File: src/rtl/halfsub_pkg.sv
// halfsub_pkg: cell style encodings and popcount helper shared by the half-subtractor array
package halfsub_pkg;

    localparam int STYLE_GATE     = 0;
    localparam int STYLE_BEHAV    = 1;
    localparam int STYLE_DATAFLOW = 2;
    localparam int MAX_WIDTH      = 64;

    // Counts set bits in the low w bits of a zero-extended vector
    function automatic logic [6:0] popcount(input logic [MAX_WIDTH-1:0] v, input int w);
        logic [6:0] n;
        n = '0;
        for (int k = 0; k < MAX_WIDTH; k++)
            if (k < w) n = n + {6'b0, v[k]};
        return n;
    endfunction

endpackage

File: src/rtl/halfsub_cell.sv
// halfsub_cell: 1-bit combinational half subtractor, a-b, in one of three equivalent styles
module halfsub_cell
    import halfsub_pkg::*;
#(
    parameter int STYLE = STYLE_DATAFLOW
) (
    input  logic a,
    input  logic b,
    output logic d,
    output logic bo
);

    generate
        if (STYLE == STYLE_GATE) begin : g_gate
            logic w_na;
            not u_n (w_na, a);
            xor u_x (d, a, b);
            and u_a (bo, w_na, b);
        end else if (STYLE == STYLE_BEHAV) begin : g_behav
            // Truth-table lookup of the two-bit input
            always_comb begin
                case ({a, b})
                    2'b01:   {d, bo} = 2'b11;
                    2'b10:   {d, bo} = 2'b10;
                    default: {d, bo} = 2'b00;
                endcase
            end
        end else if (STYLE == STYLE_DATAFLOW) begin : g_flow
            assign d  = a ^ b;
            assign bo = ~a & b;
        end else begin : g_bad
            $error("halfsub_cell: STYLE must be 0, 1 or 2");
        end
    endgenerate

endmodule

File: src/rtl/halfsub_array.sv
// halfsub_array: WIDTH registered half-subtractor lanes with borrow count; HALFSUB_XCHECK_EN adds cross-style checking
module halfsub_array
    import halfsub_pkg::*;
#(
    parameter int WIDTH = 4,
    parameter int STYLE = STYLE_DATAFLOW
) (
    input  logic                         clk,
    input  logic                         rst,
    input  logic                         in_valid,
    input  logic [WIDTH-1:0]             a,
    input  logic [WIDTH-1:0]             b,
    output logic                         out_valid,
    output logic [WIDTH-1:0]             d,
    output logic [WIDTH-1:0]             bo,
`ifdef HALFSUB_XCHECK_EN
    output logic [$clog2(WIDTH+1)-1:0]   bo_count,
    output logic                         mismatch
`else
    output logic [$clog2(WIDTH+1)-1:0]   bo_count
`endif
);

    localparam int CW = $clog2(WIDTH + 1);

    generate
        if (WIDTH < 1 || WIDTH > MAX_WIDTH) begin : g_bad_width
            $error("halfsub_array: WIDTH must be in 1..64");
        end
        if (STYLE < STYLE_GATE || STYLE > STYLE_DATAFLOW) begin : g_bad_style
            $error("halfsub_array: STYLE must be 0, 1 or 2");
        end
    endgenerate

    logic [WIDTH-1:0] w_d;
    logic [WIDTH-1:0] w_bo;
    logic [6:0]       w_cnt;
    logic [WIDTH-1:0] r_d;
    logic [WIDTH-1:0] r_bo;
    logic [CW-1:0]    r_cnt;
    logic             r_valid;

`ifdef HALFSUB_XCHECK_EN
    logic [WIDTH-1:0] w_lane_mis;
    logic             r_mis;

    for (genvar i = 0; i < WIDTH; i++) begin : g_lane
        logic w_d0, w_d1, w_d2, w_b0, w_b1, w_b2;
        halfsub_cell #(.STYLE(STYLE_GATE))     u_c0 (.a(a[i]), .b(b[i]), .d(w_d0), .bo(w_b0));
        halfsub_cell #(.STYLE(STYLE_BEHAV))    u_c1 (.a(a[i]), .b(b[i]), .d(w_d1), .bo(w_b1));
        halfsub_cell #(.STYLE(STYLE_DATAFLOW)) u_c2 (.a(a[i]), .b(b[i]), .d(w_d2), .bo(w_b2));
        assign w_d[i]        = STYLE == STYLE_GATE ? w_d0 : STYLE == STYLE_BEHAV ? w_d1 : w_d2;
        assign w_bo[i]       = STYLE == STYLE_GATE ? w_b0 : STYLE == STYLE_BEHAV ? w_b1 : w_b2;
        assign w_lane_mis[i] = (w_d0 != w_d1) | (w_d0 != w_d2) | (w_b0 != w_b1) | (w_b0 != w_b2);
    end

    // Mismatch flag reflects only the most recent accepted sample
    always_ff @(posedge clk or posedge rst) begin
        if (rst)           r_mis <= 1'b0;
        else if (in_valid) r_mis <= |w_lane_mis;
    end

    assign mismatch = r_mis;
`else
    for (genvar i = 0; i < WIDTH; i++) begin : g_lane
        halfsub_cell #(.STYLE(STYLE)) u_cell (.a(a[i]), .b(b[i]), .d(w_d[i]), .bo(w_bo[i]));
    end
`endif

    assign w_cnt = popcount(MAX_WIDTH'(w_bo), WIDTH);

    // Capture lane results on valid samples; valid bit follows in_valid every edge
    always_ff @(posedge clk or posedge rst) begin
        if (rst) begin
            r_valid <= 1'b0;
            r_d     <= '0;
            r_bo    <= '0;
            r_cnt   <= '0;
        end else begin
            r_valid <= in_valid;
            if (in_valid) begin
                r_d   <= w_d;
                r_bo  <= w_bo;
                r_cnt <= w_cnt[CW-1:0];
            end
        end
    end

    assign out_valid = r_valid;
    assign d         = r_d;
    assign bo        = r_bo;
    assign bo_count  = r_cnt;

endmodule

File: config.mk
export PLATFORM = sky130hd
export DESIGN_NAME = halfsub_array
export DESIGN_NICKNAME = d
export VERILOG_FILES = /design/src/rtl/halfsub_pkg.sv /design/src/rtl/halfsub_cell.sv /design/src/rtl/halfsub_array.sv
export SDC_FILE = /design/constraint.sdc
export NUM_CORES = 1
export LEC_CHECK = 0
export ABC_AREA = 1
export ABC_CLOCK_PERIOD_IN_PS = 800
export CORE_MARGIN = 10
export CORE_UTILIZATION = 37
export CTS_CLUSTER_DIAMETER = 60
export DETAILED_ROUTE_END_ITERATION = 7
export PLACE_DENSITY = 0.7
export REMOVE_ABC_BUFFERS = 1
export SYNTH_ARGS = -nofsm -noshare
export SYNTH_HDL_FRONTEND = slang
export SYNTH_SLANG_ARGS = --single-unit
File: constraint.sdc
create_clock -name clk -period 0.8 [get_ports clk]
set_input_delay 0.24 -clock clk [delete_from_list [all_inputs] [get_ports clk]]
set_output_delay 0.24 -clock clk [all_outputs]
set_load 0.01 [all_outputs]
==> metrics.yaml <==
dieArea_mm2: 0.00353
reg2reg_to: "bo[0]"
overflow: 0
dp.cells: 107
met2_length_um: 737
async_flop_share_pct: 100
synth_top_area_share_pct: 52.2
grt_pass1_vias: 534
ff2ff_path_depth: 4
yosysMostFrequentCell: "nand2_1"
fin_util_pct: 65.0
period_minus_slack_ns: 1.33
die_w_um: 59.4
cts_tree: "built"
vdd_drop_max_mv: 1.15
critical_path_arrival_ns: 1.55
postSynthAreaPerCell_um2: 8.99
synth_top_family_by_area: "simple AND/OR/NAND/NOR gates"
outcome: "complete, but fails checks"
p_sw_share_pct: 27.2
detail-route-antenna-nets: 0
final_hold_viol_count: 0
start_kind: "input pin"
required_ns: 1.02
chipHeight_um: 59.4
synthTopCellsByCount: "33 x nand2_1, 12 x dfrtp_1, 9 x inv_1"
grt_max_degree: 13
cts-root-buf: "clkbuf_4"
clkPwrFrac_pct: 30.6
grt_pass1_wl_um: 2410
setup_viol: 17
routed.top_layer: "met3"
ys_seq_area_share_pct: 52.2
r2r-start: "bo[0]"
cts_sinks: 12
fmax_mhz: 750
drt_iter0_drc: 2
synth_area_um2: 576
crit_end: "bo_count[1]"
clkTransAtPathRegs_ns: 0.08
dpl.hpwl_um: 995
antenna_cells: 0
hold_class: "input pin to async pin"
layoutNonFillerInstCount: 117
cts_hold_buf: 0
wl_met1_um: 632
wl_met3_um: 133
grt_usage_pct: 8.58
port_buffers: 22
p_per_area_mw_per_mm2: 1660
layout-drive-gt1-share_pct: 47.5
rrSetupSlack_ns: -0.07
path_class: "input pin to register"
yosys.area.top_type: "dfrtp_1"
comb_power_share_pct: 25.7
drt-pass1-iter-count: 4
fin_crit_sh_pct: 167
rsz0062_at_grt: "yes"
synthAdderAreaFrac_pct: 16.5
sequentialPowerShare_pct: 43.6
synthToLayoutAreaGrowth_pct: 68.0
synth-compound-area-share_pct: 0
cts_buffer_depth: 2
finClkSkew_ns: 0
insertion_delay_ns: 0.27
ios: 23
switching_power_uw: 436
relSlewSlack_pct: 87.0
worstSetupEndpointType: "register"
fillers: 131
gp_congestion: 0.725
num_vias: 512
drv_slew: 0
synth_warnings: 0
worstPathMaxFanout: 2
synthXorXnorAreaFrac_pct: 0
wl_per_cell_um: 12.8
synth_flop_cell: "dfrtp_1"
htreeDepth: 1
wl_um: 1500
nets: 120
cts_buffers: 3
drcViolationCount: 0
tightest_slew_ns: 0.195
cp-startpoint: "a[0]"
synth.distinct_cells: 8
postLayoutSetupSlackWorst_ns: -0.534
grt_antenna_before_repair: 0
netlist_top_cells_area: "dfrtp_1 52%, nand2_1 22%, ha_1 13%"
ys_seq_elements: 12
failed_checks: "negative setup slack"
initial_utilization_pct: 38.7
core_area_mm2: 0.00149
synth-edff-count: 0
drv_cap: 0
viasPerCell: 4.38
synth.area.mux_share_pct: 0
leakage_uw: 0.000557
p_total_uw: 1600
row_count: 14
pre_cts_slack_ns: -1.35
synthSimpleGateAreaFrac_pct: 21.5
p_int_uw: 1170
synthCells: 64
==> stage by stage <==
step                cell area [um2]  setup TNS [ns]  hold WS, ns
floorplan                       557           -2.15        0.105
global placement                862          -10.86        0.457
detailed placement              862          -11.12        0.462
CTS                             886           -4.37        0.274
global route                    967           -4.82        0.295
finish                          967           -4.29        0.274
==> how the worst min path moves through the flow <==
stage,slack (ns),cells after the start,endpoint,from
finish,0.27,3,bo[0],rst
CTS,0.27,3,bo[3],rst
detailed placement,0.46,2,d[3],d[3]
global route,0.29,3,bo_count[1],rst
global placement,0.46,2,d[3],d[3]
floorplan,0.10,1,bo[0],rst
==> state kept, by name, indices dropped and copies added (netlist names) <==
signal,cells
d,4
bo,4
out_valid,1
bo_count,3
==> logic make-up (layout without fill, tap and decap cells) <==
group	Yosys count	count (layout)
buf+inv	12	49
fa+ha+maj	7	7
flops	12	12
simple gates	33	33
==> power groups by stage <==
stage | clock (uW) | sequential (uW) | combinational [uW]
2_1_floorplan | 0 | 737 | 106
3_3_place_gp | 0 | 708 | 375
3_5_place_dp | 0 | 709 | 381
4_1_cts | 502 | 696 | 347
5_1_grt | 527 | 706 | 469
6_report | 490 | 699 | 412
==> cells in the final DEF (no fill, tap or decap), drive strengths merged <==
cell,n
buf,31
clkbuf,4
clkdlybuf4s50,1
dfrtp,12
dlygate4sd2,3
fa,1
ha,6
inv,10
nand2,33
==> layer usage <==
metal	global-route usage [%]	up-vias
met5	0	-
met4	0	0
met3	5.58	0
met2	13.7	19
met1	9.96	233
li1	-	260
==> repair_timing <==
item | CTS | global route
endpoints found under the setup margin | 23 | 15
buffers inserted | 2 | 4
resized for setup | 86 | 11
pin swaps | 12 | 5
==> area by class of cell <==
cell class	count	area [um2]	area share [%]
flip-flops and latches	12	300	31.0
clock buffers	4	36.3	3.75
multi-input cells	40	282	29.1
well taps	16	20.0	2.07
repair buffers	35	284	29.4
inverters	10	45.0	4.66
==> worst max-delay path: stages <==
cell and delay [ns]:
buf_6 0.08, inv_4 0.03, ha_4 0.15, fa_1 0.51, ha_4 0.19, ha_4 0.26
nand2_2 0.04, nand2_1 0.06
Note: power is estimated with default switching activity, not from simulation.
